**src/rtl/sample_window3_pkg.sv**
```systemverilog
// Shared constants and helpers for the sample_window3 input conditioner.
package sample_window3_pkg;

    localparam int WIN_W    = 3;
    localparam int DEF_DIV  = 8;
    localparam int DEF_HOLD = 2;
    localparam int DEF_CW   = 8;

    function automatic logic maj3(input logic [WIN_W-1:0] w);
        return (w[2] & w[1]) | (w[1] & w[0]) | (w[0] & w[2]);
    endfunction

endpackage

```
**src/rtl/sample_tick_gen.sv**
```systemverilog
// Prescaler producing a one-cycle sample tick every DIV enabled clocks.
module sample_tick_gen #(
    parameter int DIV = 8
) (
    input  logic clock,
    input  logic reset,
    input  logic en,
    output logic sample_tick
);

    localparam int CNT_W = (DIV > 2) ? $clog2(DIV) : 1;

    logic [CNT_W-1:0] count;

    assign sample_tick = en && (count == CNT_W'(DIV - 1));

    always_ff @(posedge clock or negedge reset) begin
        if (!reset) begin
            count <= '0;
        end else if (sample_tick) begin
            count <= '0;
        end else if (en) begin
            count <= count + CNT_W'(1);
        end
    end

endmodule

```
**src/rtl/sample_window3.sv**
```systemverilog
// Synchronises din, keeps a 3-sample window for the voter and derives
// a hysteretic filtered level with edge pulses and a glitch counter.
module sample_window3
    import sample_window3_pkg::*;
#(
    parameter int DIV  = DEF_DIV,
    parameter int HOLD = DEF_HOLD,
    parameter int CW   = DEF_CW
) (
    input  logic          clock,
    input  logic          reset,
    input  logic          din,
    input  logic          en,
    input  logic          glitch_clr,
    output logic          a,
    output logic          b,
    output logic          c,
    output logic          sample_tick,
    output logic          filt,
    output logic          rise,
    output logic          fall,
    output logic [CW-1:0] glitch_cnt
);

    localparam int HW = (HOLD > 1) ? $clog2(HOLD) : 1;

    logic             sync_q1;
    logic             din_s;
    logic [WIN_W-1:0] win;
    logic             tick_d;
    logic [HW-1:0]    hold_cnt;
    logic             maj;
    logic             mixed;

    sample_tick_gen #(
        .DIV(DIV)
    ) u_tick (
        .clock      (clock),
        .reset      (reset),
        .en         (en),
        .sample_tick(sample_tick)
    );

    assign maj   = maj3(win);
    assign mixed = (win != '0) && (win != '1);

    assign a = win[2];
    assign b = win[1];
    assign c = win[0];

    always_ff @(posedge clock or negedge reset) begin
        if (!reset) begin
            sync_q1 <= 1'b0;
            din_s   <= 1'b0;
            win     <= '0;
            tick_d  <= 1'b0;
        end else begin
            sync_q1 <= din;
            din_s   <= sync_q1;
            tick_d  <= sample_tick;
            if (sample_tick) begin
                win <= {win[WIN_W-2:0], din_s};
            end
        end
    end

    // Evaluation runs the cycle after the shift so it sees the new window.
    always_ff @(posedge clock or negedge reset) begin
        if (!reset) begin
            hold_cnt <= '0;
            filt     <= 1'b0;
            rise     <= 1'b0;
            fall     <= 1'b0;
        end else begin
            rise <= 1'b0;
            fall <= 1'b0;
            if (tick_d) begin
                if (maj == filt) begin
                    hold_cnt <= '0;
                end else if (hold_cnt == HW'(HOLD - 1)) begin
                    filt     <= maj;
                    hold_cnt <= '0;
                    rise     <= maj;
                    fall     <= !maj;
                end else begin
                    hold_cnt <= hold_cnt + HW'(1);
                end
            end
        end
    end

    always_ff @(posedge clock or negedge reset) begin
        if (!reset) begin
            glitch_cnt <= '0;
        end else if (glitch_clr) begin
            glitch_cnt <= '0;
        end else if (tick_d && mixed && (glitch_cnt != '1)) begin
            glitch_cnt <= glitch_cnt + CW'(1);
        end
    end

endmodule
```
**config.mk**
```make
export PLATFORM = sky130hd
export DESIGN_NAME = sample_window3
export DESIGN_NICKNAME = d
export VERILOG_FILES = /design/src/rtl/sample_window3_pkg.sv /design/src/rtl/sample_tick_gen.sv /design/src/rtl/sample_window3.sv
export SDC_FILE = /design/constraint.sdc
export NUM_CORES = 1
export LEC_CHECK = 0
export ABC_AREA = 1
export ABC_CLOCK_PERIOD_IN_PS = 1500
export CORE_MARGIN = 2
export CORE_UTILIZATION = 45
export CTS_BUF_LIST = sky130_fd_sc_hd__clkbuf_4 sky130_fd_sc_hd__clkbuf_8 sky130_fd_sc_hd__clkbuf_16
export DETAILED_ROUTE_END_ITERATION = 8
export PLACE_DENSITY = 0.77
export SKIP_CTS_REPAIR_TIMING = 1
export SYNTH_ARGS = -nofsm -noshare
export SYNTH_HDL_FRONTEND = slang
export SYNTH_HIERARCHICAL = 1
export SYNTH_SLANG_ARGS = --single-unit
```
**constraint.sdc**
```tcl
create_clock -name clock -period 1.5 [get_ports clock]
set_clock_uncertainty 0.2 [all_clocks]
set_input_delay 0.3 -clock clock [delete_from_list [all_inputs] [get_ports clock]]
set_output_delay 0.3 -clock clock [all_outputs]
set_load 0.05 [all_outputs]
```
# Word level (Yosys, flattened, before mapping)
# Cells that the tools add are included.
[totals]
regBits = 21
out_inout_bits = 15
elab_cells = 44
[op_classes]
n_eq_ne = 4
addsub = 3
bitwise = 6
n_reduce_logical = 9
mux = 12
[ops]
columns = ["op", "n"]
rows = [
  ["8-bit 2-to-1 mux", 2],
  ["8-bit by 1-bit adder with 8-bit output, second input constant", 1],
  ["1-bit 2-to-1 mux", 8],
  ["8-bit inequality test, second input constant", 1],
  ["3-bit 2-to-1 mux", 2],
  ["1-bit logical AND", 4],
  ["2-bit nonzero test", 2],
  ["3-bit by 1-bit adder with 3-bit output, second input constant", 1],
  ["1-bit AND", 3],
  ["3-bit == test, second input constant", 1],
  ["3-bit inequality test, second input constant", 1],
  ["3-bit AND reduction", 1],
  ["3-bit nonzero test", 1],
  ["1-bit bitwise OR", 2],
  ["1-bit adder, second input constant", 1],
  ["1-bit == test", 1],
  ["1-bit zero test", 1],
  ["1-bit inverter", 1],
]

# Longest topological paths before layout
# Gate-level depths: netlist of the first run.
[depth]
ltp_word = 7
depth_mapped = 7
mapped_depth_nobuf = 7

# Modules after synthesis
# The synthesis of the first run kept the hierarchy.
[modules_own_cells]
columns = ["mod", "area_per_inst_um2", "cells_per_inst", "instances"]
rows = [
  ["sample_window3", 918.4, 115, 1],
  ["sample_tick_gen", 155.1, 19, 1],
]

# Worst setup path after synthesis of the first run
# OpenSTA, ideal clock, no wires.
[synth_path]
path_type = "flip-flop to flip-flop"
startpoint = "reg glitch_cnt[1]"
endpoint = "reg glitch_cnt[5]"
period_less_slack_ps = 1753
required_time_ps = 1181
stages_incl_launch_ff = 7
arrival_time_ps = 1434
setup_ps = 119
path_buffers = 0
path_slack_ps = -253
cell_sequence = "dfrtp_1 -> ha_1 -> nand3_2 -> nor2_2 -> nor2_4 -> nand3_1 -> nand2_1"
[synth_via]
elab_chain_len = 3
word_cells_on_any_way = 6
cone_classes = "add/sub (1); eq/ne (1); mux (2); reduce/logical (2)"
[synth_lines]
columns = ["element", "line", "rtl"]
rows = [
  ["start, declared", "sample_window3.sv:22", "output logic [CW-1:0] glitch_cnt"],
  ["start signal, assigned", "sample_window3.sv:98", "glitch_cnt <= glitch_cnt + CW'(1);"],
  ["8-bit by 1-bit adder with 8-bit output / 8-bit inequality test (equally long branches)", "sample_window3.sv:98, sample_window3.sv:97", ""],
  ["8-bit 2-to-1 mux / 1-bit logical AND (equally long branches)", "sample_window3.sv:97", "end else if (tick_d && mixed && (glitch_cnt != '1)) begin"],
  ["8-bit 2-to-1 mux / 2-bit nonzero test (equally long branches)", "-", ""],
]
# Several ways; a longest one is shown, not always the timed one. The select of a mux whose other input is x is not followed.
# A chain may end at the register's enable or synchronous reset.

# Worst setup path in the final report of the first run
[layout_path]
startpoint = "reg u_tick.count[0]"
endpoint = "out sample_tick"
[layout_via]
elab_chain_len = 2
[layout_lines]
columns = ["element", "line", "rtl"]
rows = [
  ["start, declared", "sample_tick_gen.sv:13", "logic [CNT_W-1:0] count;"],
  ["start signal, assigned", "sample_tick_gen.sv:23", "count <= count + CNT_W'(1);"],
  ["3-bit == test", "sample_tick_gen.sv:15", "assign sample_tick = en && (count == CNT_W'(DIV - 1));"],
  ["1-bit logical AND", "sample_tick_gen.sv:15", ""],
  ["end, declared", "sample_window3.sv:18", "output logic sample_tick,"],
]
# No other way between the ends.

==> qor.txt, run 1 <==
OUTCOME
----------------------------------------------------------------------------------------
Run status ................................................................ finished, violations left
Failing checks ............................................................ negative setup slack

SYNTHESIS
----------------------------------------------------------------------------------------
Distinct cell type count of the synthesized netlist .......................           21
Number of enable-type register cells in the synthesized netlist ...........            0
Post-synthesis instance area ..............................................    1070 um^2
Total of flip-flops plus latches after synthesis ..........................           21
Nets in the synthesized netlist ...........................................          142
Post-Synthesis Cells ......................................................          134
Register area share after synthesis .......................................        0.490
Most common flop cell mapped by yosys .....................................      dfrtp_1
Share of synthesized registers carrying an async set or reset .............         1.00
Number of synthesis warnings ..............................................            6
Mean post-synth cell area .................................................    8.01 um^2

FINAL LAYOUT
----------------------------------------------------------------------------------------
Fraction of layout instances using a drive strength above 1 ...............        0.355
Non-filler cells, final ...................................................          197
Final non-filler cell area ................................................    1660 um^2
Number of nets in the final layout ........................................          178
Most used cells in the layout excluding fill and tap cells ................ nand2_1 (35), nand3_1 (20), inv_1 (15), buf_12 (15)
Antenna diode count .......................................................            0
Fill count ................................................................          150
Most common cell after layout, fill and taps aside ........................      nand2_1
Synth-to-layout area growth ...............................................        54.4%

FLOORPLAN
----------------------------------------------------------------------------------------
Height of the die .........................................................      52.8 um
Core Area .................................................................    2230 um^2
Die Footprint .............................................................    2790 um^2
Chip Width ................................................................      52.8 um
Core Rows .................................................................           17
Effective utilization at floorplan ........................................        0.481
Top Ports .................................................................           20

ROUTE
----------------------------------------------------------------------------------------
Avg WL per Cell ...........................................................      12.1 um
Detail Route Antenna Nets .................................................            0
First DRT Iteration DRCs ..................................................           20
Total detailed-routing wirelength .........................................      2390 um
Initial DRT Pass Iterations ...............................................            4
Average vias per placed instance ..........................................         5.09
# DRC .....................................................................            0
Count of vias placed by the detailed router ...............................         1003

FLOW RUN
----------------------------------------------------------------------------------------
Count of maximum capacitance violations ...................................            0

PWR
----------------------------------------------------------------------------------------
Pwr/cell area ............................................................. 1200 nW/um^2
Proportion of total power due to net switching ............................        0.411
Cell internal power dissipation ...........................................    0.00117 W
Total net switching power .................................................   0.000816 W
Proportion of power drawn by flip-flops and latches .......................        0.423
Portion of total power attributed to the clock network ....................        0.131
Worst IR drop on VDD ......................................................    0.00122 V
Leakage dissipation .......................................................     0.768 nW
Portion of total power attributed to combinational logic ..................        0.446

SETUP PATH
----------------------------------------------------------------------------------------
Worst path top cell family by delay .......................................   flip-flops
Data required time of the critical path ...................................      1.00 ns
Largest incremental delay on the critical path ............................      0.40 ns
Cell-by-cell listing of the critical path ................................. ha_2, ha_4, nand2_2, inv_2, buf_12
CP max-delay cell .........................................................      dfrtp_1
Critical Path Source Type .................................................     register
Number of buffers and inverters on the critical path ......................            2
Worst Path Arrival ........................................................      1.30 ns
Crit end category ......................................................... primary output
Critical path class .......................................................   reg -> out
CP max FO .................................................................            2
Source of the critical timing path ........................................ u_tick/count[0]
Worst reg2reg path startpoint ............................................. u_tick/count[0]

GRT
----------------------------------------------------------------------------------------
Antenna violations before repair ..........................................            0
Gr usage total ............................................................        0.193
Largest net degree at the start of global routing .........................           22
Wire length of the first global-routing pass ..............................      4060 um
Residual overflow from global routing .....................................            0
Number of global-route vias before repair .................................         1010

CLOCKING
----------------------------------------------------------------------------------------
Clock tree from TritonCTS .................................................         done
Number of sinks driven by the clock tree ..................................           21
Clk Latency, worst-skew pair ..............................................      0.29 ns
Deepest level of the CTS H-tree ...........................................            1
CTS root buffer ...........................................................     clkbuf_4
Maximum clock insertion buffer count ......................................            2
Clock slew at the register clock pins of the worst setup and hold paths ...      0.12 ns
Total CTS buffers .........................................................            3

PLACE
----------------------------------------------------------------------------------------
IO Port Bufs ..............................................................           19
Placer congestion estimate ................................................        0.824
Post-detailed-placement cell area .........................................    1530 um^2
Placed instance count .....................................................          189
DP HPWL ...................................................................      1720 um

STA
----------------------------------------------------------------------------------------
Transition time at the pin with the least slew margin .....................     0.255 ns
Slew margin rel. ..........................................................        0.829
Final worst hold slack ....................................................     0.139 ns
Setup repair after global routing missed its margin .......................          yes
Setup-failing EPs final ...................................................            3
Portion of the clock cycle consumed by the worst path in the final layout .         1.20
Achievable clock frequency ................................................      556 MHz
Final-layout setup total negative slack ...................................    -0.331 ns
Post-layout minimum cycle time ............................................      1.80 ns
Fin worst setup slack .....................................................    -0.298 ns
Final count of pins violating max slew ....................................            0
Total count of hold-check failures in the final report ....................            0

HOLD PATH
----------------------------------------------------------------------------------------
Path class of the lowest-slack min-delay path .............................  in -> async

## power by group through the flow
stage | combinational (W) | clock [W] | sequential, W
2_1_floorplan | 0.000275 | 0 | 0.000978
3_3_place_gp | 0.000793 | 0 | 0.000821
3_5_place_dp | 0.000829 | 0 | 0.000833
4_1_cts | 0.000831 | 0.000265 | 0.000822
5_1_grt | 0.000968 | 0.000289 | 0.000866
6_report | 0.000886 | 0.000260 | 0.000841
## logic make-up (layout without fill, tap and decap cells)
group | Yosys count | after routing | synth area share
buf+inv | 19 | 54 | 0.0676
simple gates | 82 | 82 | 0.358
compound gates | 7 | 7 | 0.0338
flops | 21 | 21 | 0.490
xor+xnor | 2 | 2 | 0.0163
fa+ha+maj | 3 | 3 | 0.0350
## worst register-to-register path, delay by kind of cell, from the launching register on
family,cells,cell delay (ns)
flops,1,0.40
compound gates,1,0.05
buf+inv,2,0.20
simple gates,2,0.15
fa+ha+maj,2,0.36
## metal layers
metal,routed length [um],vias up,track usage,share of wire
met2,1270,20,0.354,0.53
met5,0,-,0,0
li1,-,502,-,-
met3,96,2,0.0371,0.040
met4,10,0,0.0513,0.0042
met1,1020,479,0.228,0.43
## worst paths after layout
kind / slack (ns) / cells after the start / endpoint
worst min register to register: 0.17 / 0 / din_s
max in group asynchronous: 0.73 / 2 / glitch_cnt[5]
worst max-delay path: -0.30 / 5 / sample_tick
worst min-delay path: 0.14 / 2 / rise
worst max register to register: 0.04 / 7 / win[1]
min in group clock: 0.17 / 0 / din_s
## stage by stage
step | worst slack (ns) | power [W] | utilization
finish | -0.298 | 0.00199 | 0.742
global route | -0.361 | 0.00212 | 0.742
CTS | -0.388 | 0.00192 | 0.697
detailed placement | -0.0963 | 0.00166 | 0.685
global placement | -0.0649 | 0.00161 | 0.685
floorplan | -0.0907 | 0.00125 | -
## cell usage after synthesis (2+ instances only)
cell	instances	share of area
ha_1	3	0.035
nand2_1	37	0.13
o21ai_0	3	0.014
nor2_2	2	0.012
a21oi_1	3	0.014
nor2_1	12	0.042
inv_1	16	0.056
nand3_1	23	0.11
dfrtp_1	21	0.49
nand3_2	3	0.028
## final cells by class
class,instances,area [um^2],share of cell area
Clock buffer,3,22.5,0.0136
Clock inverter,1,5.00,0.00302
Inverter,18,67.6,0.0408
Multi-Input combinational cell,94,542,0.327
Sequential cell,21,537,0.324
Tap cell,28,35.0,0.0211
Timing Repair Buffer,32,449,0.271
## sequential cells by signal, summed over array words and instances, names as in the netlist
name	count
sync_q1	1
din_s	1
glitch_cnt	8
win	3
u_tick/count	3
tick_d	1
hold_cnt	1
fall	1
rise	1
filt	1
Power figures use the tool's default switching activity.
==> run 2: changes to the inputs <==
--- a/config.mk
+++ b/config.mk
@@ -13,6 +13,7 @@
 export DETAILED_ROUTE_END_ITERATION = 8
 export PLACE_DENSITY = 0.77
 export SKIP_CTS_REPAIR_TIMING = 1
+export SKIP_LAST_GASP = 1
 export SYNTH_ARGS = -nofsm -noshare
 export SYNTH_HDL_FRONTEND = slang
 export SYNTH_HIERARCHICAL = 1
==> run 2 against run 1 <==
The flow still finishes with violations (negative setup slack); global-route usage did not move; clock power barely moved; clock-buffer cell count did not move; setup slack improved by 0.0046 ns; total power rose by 0.24%; first-iteration DRC count rose by 10%; hold slack got worse by 0.0020 ns; final area fell by 0.45%; critical endpoint unchanged; largest power group unchanged.
==> qor.txt, run 2 (synthesis gave the netlist of run 1 again) <==
CLOCKING
----------------------------------------------------------------------------------------
Deepest level of the CTS H-tree ...........................................            1   unchanged
CTS root buffer ...........................................................     clkbuf_4
Clk Latency, worst-skew pair ..............................................      0.29 ns   about the same
Total CTS buffers .........................................................            3   unchanged
Number of sinks driven by the clock tree ..................................           21   unchanged
Maximum clock insertion buffer count ......................................            2   unchanged
Clock tree from TritonCTS .................................................         done
Clock slew at the register clock pins of the worst setup and hold paths ...      0.11 ns   about the same

FINAL LAYOUT
----------------------------------------------------------------------------------------
Number of nets in the final layout ........................................          178   unchanged
Antenna diode count .......................................................            0   unchanged
Number of flip-flops in the largest register ..............................            8   unchanged
Synth-to-layout area growth ...............................................        53.7%
Fraction of layout instances using a drive strength above 1 ...............        0.355   unchanged
Register containing the most flip-flops in the final layout ...............   glitch_cnt
Top Registers ............................................................. glitch_cnt: 8 flops, u_tick/count: 3 flops, win: 3 flops
Most used cells in the layout excluding fill and tap cells ................ nand2_1 (35), nand3_1 (20), inv_1 (15), buf_12 (15)
Most common cell after layout, fill and taps aside ........................      nand2_1

PLACE
----------------------------------------------------------------------------------------
DP HPWL ...................................................................      1720 um   unchanged
Placer congestion estimate ................................................        0.824   unchanged
Dpl ws ....................................................................   -0.0963 ns   unchanged
IO Port Bufs ..............................................................           19   unchanged

ROUTE
----------------------------------------------------------------------------------------
First DRT Iteration DRCs ..................................................           22   +10%
Count of vias placed by the detailed router ...............................         1041   +3.8%
Detail Route Antenna Nets .................................................            0   unchanged
Total detailed-routing wirelength .........................................      2440 um   +1.8%
# DRC .....................................................................            0   unchanged
Avg WL per Cell ...........................................................      12.4 um   +1.8%
Average vias per placed instance ..........................................         5.28   +3.8%
Initial DRT Pass Iterations ...............................................            4   unchanged

FLOW RUN
----------------------------------------------------------------------------------------
Count of maximum capacitance violations ...................................            0   unchanged

STA
----------------------------------------------------------------------------------------
Final-layout setup total negative slack ...................................    -0.324 ns   +0.00704 ns
Portion of the clock cycle consumed by the worst path in the final layout .         1.20   -0.00307
Fin worst setup slack .....................................................    -0.294 ns   +0.00461 ns
Final count of pins violating max slew ....................................            0   unchanged
Transition time at the pin with the least slew margin .....................     0.255 ns   +0.000101 ns
Final worst hold slack ....................................................     0.137 ns   -0.00204 ns
Post-layout minimum cycle time ............................................      1.79 ns   -0.00461 ns
Setup repair after global routing missed its margin .......................          yes
Total count of hold-check failures in the final report ....................            0   unchanged
Setup-failing EPs final ...................................................            3   unchanged
Achievable clock frequency ................................................      557 MHz   +0.26%
Slew margin rel. ..........................................................        0.829   about the same

GRT
----------------------------------------------------------------------------------------
Antenna violations before repair ..........................................            0   unchanged
Largest net degree at the start of global routing .........................           22   unchanged
Residual overflow from global routing .....................................            0   unchanged
M1 GR Usage ...............................................................        0.228   unchanged
Wire length of the first global-routing pass ..............................      4060 um   unchanged
Number of global-route vias before repair .................................         1010   unchanged
Most utilized layer in the global route result ............................         met2
Global routing met3 resource utilization ..................................       0.0371   unchanged
Gr usage total ............................................................        0.193   unchanged
Met2 global-route usage ...................................................        0.354   unchanged

SETUP PATH
----------------------------------------------------------------------------------------
Critical path class .......................................................   reg -> out
CP max FO .................................................................            2   unchanged
Crit end category ......................................................... primary output
Worst reg2reg path startpoint ............................................. glitch_cnt[0]
Worst Path Arrival ........................................................      1.29 ns   about the same
Source of the critical timing path ........................................ u_tick/count[0]
Critical Path Source Type .................................................     register
Data required time of the critical path ...................................      1.00 ns   about the same

FLOORPLAN
----------------------------------------------------------------------------------------
Die Footprint .............................................................    2790 um^2   unchanged
Effective utilization at floorplan ........................................        0.481   unchanged
Core Rows .................................................................           17   unchanged
Height of the die .........................................................      52.8 um   unchanged
Chip Width ................................................................      52.8 um   unchanged
Top Ports .................................................................           20   unchanged
Core Area .................................................................    2230 um^2   unchanged

PWR
----------------------------------------------------------------------------------------
Leakage dissipation .......................................................     0.768 nW   about the same
Worst IR drop on VDD ......................................................    0.00125 V   +2.5%
Pwr/cell area ............................................................. 1210 nW/um^2   +0.70%
Overall power after layout ................................................    0.00199 W   +0.24%

HOLD PATH
----------------------------------------------------------------------------------------
Path class of the lowest-slack min-delay path .............................  in -> async

OUTCOME
----------------------------------------------------------------------------------------
Failing checks ............................................................ negative setup slack
Run status ................................................................ finished, violations left

-- run 2: path summary, 6_finish.rpt --
path / endpoint / slack, ns / cells past startpoint
worst max-delay path: sample_tick / -0.29 / 5
worst min-delay path: win[2] / 0.14 / 2
worst max register to register: glitch_cnt[0] / 0.05 / 6
worst min register to register: din_s / 0.17 / 0
max in group asynchronous: glitch_cnt[5] / 0.74 / 2
min in group clock: din_s / 0.17 / 0
-- run 2: critical path: stages, from the launching register on --
cell     delay [ns]
dfrtp_1        0.40
ha_2           0.20
ha_4           0.16
nand2_2        0.06
inv_2          0.05
buf_12         0.14
-- run 2: cell type report --
class,count,area [um^2]
fill,152,583
timing repair buffer,32,449
clock inverter,1,5.00
inverter,18,67.6
tap,28,35.0
sequential,21,537
clock buffer,3,22.5
multi-input combinational,94,534
-- run 2: report_power, final --
part / internal (W) / switching, W / leakage, nW / total (W)
combinational: 0.000392 / 0.000497 / 0.488 / 0.000889
clock: 0.0000991 / 0.000164 / 0.0177 / 0.000263
sequential: 0.000681 / 0.000159 / 0.262 / 0.000841
-- run 2: through the flow --
| stage | instance area (um^2) | utilization | cells |
|---|---|---|---|
| final | 1650 | 0.739 | 197 |
| after global routing | 1650 | 0.739 | 197 |
| after CTS | 1560 | 0.697 | 193 |
| after detailed placement | 1530 | 0.685 | 189 |
| after global placement | 1530 | 0.685 | 189 |
| after floorplan | 1090 | - | 134 |
-- run 2: routing by layer --
| layer | share of wire | vias to the layer above | routed length [um] |
|---|---|---|---|
| li1 | - | 502 | - |
| met1 | 0.41 | 495 | 1000 |
| met2 | 0.53 | 38 | 1280 |
| met3 | 0.046 | 6 | 112 |
| met4 | 0.014 | 0 | 34 |
| met5 | 0 | - | 0 |
==> run 3: changes to the inputs <==
--- a/config.mk
+++ b/config.mk
@@ -11,7 +11,9 @@
 export CORE_UTILIZATION = 45
 export CTS_BUF_LIST = sky130_fd_sc_hd__clkbuf_4 sky130_fd_sc_hd__clkbuf_8 sky130_fd_sc_hd__clkbuf_16
 export DETAILED_ROUTE_END_ITERATION = 8
+export GPL_TIMING_DRIVEN = 0
 export PLACE_DENSITY = 0.77
+export REMOVE_ABC_BUFFERS = 1
 export SKIP_CTS_REPAIR_TIMING = 1
 export SKIP_LAST_GASP = 1
 export SYNTH_ARGS = -nofsm -noshare
==> run 3 against run 2 <==
The run still ends with negative setup slack left; sequential power decreased by 3.4%; clock-buffer cell count unchanged; die area unchanged; hold slack improved by 0.027 ns; combinational power decreased by 14%; core utilization decreased by 6.1 points; clock power increased by 3%; critical path depth unchanged; highest routed layer unchanged.
==> qor.txt, run 3 (synthesis gave the netlist of run 1 again) <==
CLOCKING
----------------------------------------------------------------------------------------
Total CTS buffers .........................................................            3   unchanged
CTS root buffer ...........................................................     clkbuf_4
Maximum clock insertion buffer count ......................................            2   unchanged
Clk Latency, worst-skew pair ..............................................      0.30 ns   about the same
Number of sinks driven by the clock tree ..................................           21   unchanged
Deepest level of the CTS H-tree ...........................................            1   unchanged
Clock tree from TritonCTS .................................................         done
Clock slew at the register clock pins of the worst setup and hold paths ...      0.11 ns   about the same

SETUP PATH
----------------------------------------------------------------------------------------
Crit end category ......................................................... primary output
Worst Path Arrival ........................................................      1.31 ns   +0.02 ns
Data required time of the critical path ...................................      1.00 ns   about the same
Worst reg2reg path startpoint ............................................. glitch_cnt[0]
Logic depth of the worst register-to-register path ........................            6   unchanged
Source of the critical timing path ........................................ u_tick/count[0]
Critical path class .......................................................   reg -> out
CP max FO .................................................................            3   +1
Crit Reg-Reg Endpoint ..................................................... glitch_cnt[3]
Capturing instance or port of the critical path ...........................  sample_tick
Critical Path Source Type .................................................     register
Flop-to-flop setup slack ..................................................     -0.01 ns   -0.06 ns

HOLD PATH
----------------------------------------------------------------------------------------
Path class of the lowest-slack min-delay path .............................   reg -> reg
Hold Crit Depth ...........................................................            0

ROUTE
----------------------------------------------------------------------------------------
Average vias per placed instance ..........................................         5.07   -4.0%
Initial DRT Pass Iterations ...............................................            4   unchanged
Avg WL per Cell ...........................................................      12.5 um   +0.99%
First DRT Iteration DRCs ..................................................           35   +59%
Total detailed-routing wirelength .........................................      2480 um   +2.0%
Count of vias placed by the detailed router ...............................         1009   -3.1%
Detail Route Antenna Nets .................................................            0   unchanged
# DRC .....................................................................            0   unchanged

GRT
----------------------------------------------------------------------------------------
Gr usage total ............................................................        0.189   -0.00398
Residual overflow from global routing .....................................            0   unchanged
Largest net degree at the start of global routing .........................           22   unchanged
Wire length of the first global-routing pass ..............................      3850 um   -5.1%
Antenna violations before repair ..........................................            0   unchanged
Number of global-route vias before repair .................................          937   -7.2%

FINAL LAYOUT
----------------------------------------------------------------------------------------
Antenna diode count .......................................................            0   unchanged
Most common cell after layout, fill and taps aside ........................      nand2_1
Top Registers ............................................................. glitch_cnt: 8 flops, u_tick/count: 3 flops, win: 3 flops
Fraction of layout instances using a drive strength above 1 ...............        0.398   +0.0426
Most used cells in the layout excluding fill and tap cells ................ nand2_1 (34), buf_4 (23), nand3_1 (16)
Number of flip-flops in the largest register ..............................            8   unchanged
Fill count ................................................................          170   +12%
Number of nets in the final layout ........................................          180   +1.1%
Register containing the most flip-flops in the final layout ...............   glitch_cnt
Synth-to-layout area growth ...............................................        41.1%

STA
----------------------------------------------------------------------------------------
Slew margin rel. ..........................................................        0.384   -0.445
Post-layout minimum cycle time ............................................      1.81 ns   +0.0126 ns
Setup repair after global routing missed its margin .......................          yes
Setup-failing EPs final ...................................................            3   unchanged
Fin worst setup slack .....................................................    -0.306 ns   -0.0126 ns
Transition time at the pin with the least slew margin .....................     0.921 ns   +0.666 ns
Achievable clock frequency ................................................      554 MHz   -0.70%
Total count of hold-check failures in the final report ....................            0   unchanged
Portion of the clock cycle consumed by the worst path in the final layout .         1.20   +0.00838
Final count of pins violating max slew ....................................            0   unchanged

FLOORPLAN
----------------------------------------------------------------------------------------
Core Rows .................................................................           17   unchanged
Die Footprint .............................................................    2790 um^2   unchanged
Top Ports .................................................................           20   unchanged
Height of the die .........................................................      52.8 um   unchanged
Core Area .................................................................    2230 um^2   unchanged
Effective utilization at floorplan ........................................        0.481   unchanged
Chip Width ................................................................      52.8 um   unchanged

PWR
----------------------------------------------------------------------------------------
Pwr/cell area ............................................................. 1220 nW/um^2   +0.87%
Leakage dissipation .......................................................     0.737 nW   -4.0%
Overall power after layout ................................................    0.00185 W   -7.4%
Worst IR drop on VDD ......................................................   0.000983 V   -21%

PLACE
----------------------------------------------------------------------------------------
Dpl ws ....................................................................    -0.946 ns   -0.850 ns
Placer congestion estimate ................................................        0.775   -6.0%
IO Port Bufs ..............................................................           19   unchanged
DP HPWL ...................................................................      1550 um   -9.9%

OUTCOME
----------------------------------------------------------------------------------------
Run status ................................................................ finished, violations left
Failing checks ............................................................ negative setup slack

FLOW RUN
----------------------------------------------------------------------------------------
Count of maximum capacitance violations ...................................            0   unchanged

==> run 3: cell type report <==
cell class,instances,area (um^2),area share
clock inverter,1,5.00,0.00330
tap,28,35.0,0.0231
sequential,21,537,0.354
clock buffer,3,22.5,0.0149
inverter,18,67.6,0.0446
timing repair buffer,34,279,0.184
multi-input combinational,94,569,0.376
==> run 3: where the power goes <==
| part | switching, W | internal, W |
|---|---|---|
| combinational | 0.000492 | 0.000269 |
| clock | 0.000172 | 0.0000993 |
| sequential | 0.000134 | 0.000678 |
| total | 0.000799 | 0.00105 |
==> run 3: metrics by stage <==
stage / setup TNS (ns) / hold WS (ns) / area (um^2) / utilization / instances
2_1_floorplan: -2.35 / -0.196 / 1070 / - / 133
3_3_place_gp: -8.23 / 0.135 / 1290 / 0.579 / 180
3_5_place_dp: -8.95 / 0.139 / 1290 / 0.579 / 180
4_1_cts: -10.12 / 0.167 / 1320 / 0.592 / 184
5_1_grt: -1.25 / 0.179 / 1520 / 0.678 / 199
6_report: -0.406 / 0.164 / 1520 / 0.678 / 199
==> run 3: per-layer routing <==
| metal | routed length (um) | GRT usage | vias up |
|---|---|---|---|
| met2 | 1300 | 0.321 | 29 |
| met5 | 0 | 0 | - |
| met4 | 16 | 0.0769 | 0 |
| met3 | 136 | 0.0343 | 2 |
| met1 | 1030 | 0.235 | 476 |
| li1 | - | - | 502 |
==> run 3: how the worst min path moves through the flow <==
stage	startpoint	end
after floorplan	reset	din_s
after global placement	sync_q1	din_s
after detailed placement	sync_q1	din_s
after CTS	sync_q1	din_s
after global routing	sync_q1	din_s
final	sync_q1	din_s
==> run 3: worst max-delay path: stages, from the launching register on <==
cell and delay (ns):
dfrtp_1 0.41, ha_2 0.19, ha_4 0.16, nand2_2 0.05, inv_2 0.05, buf_8 0.14
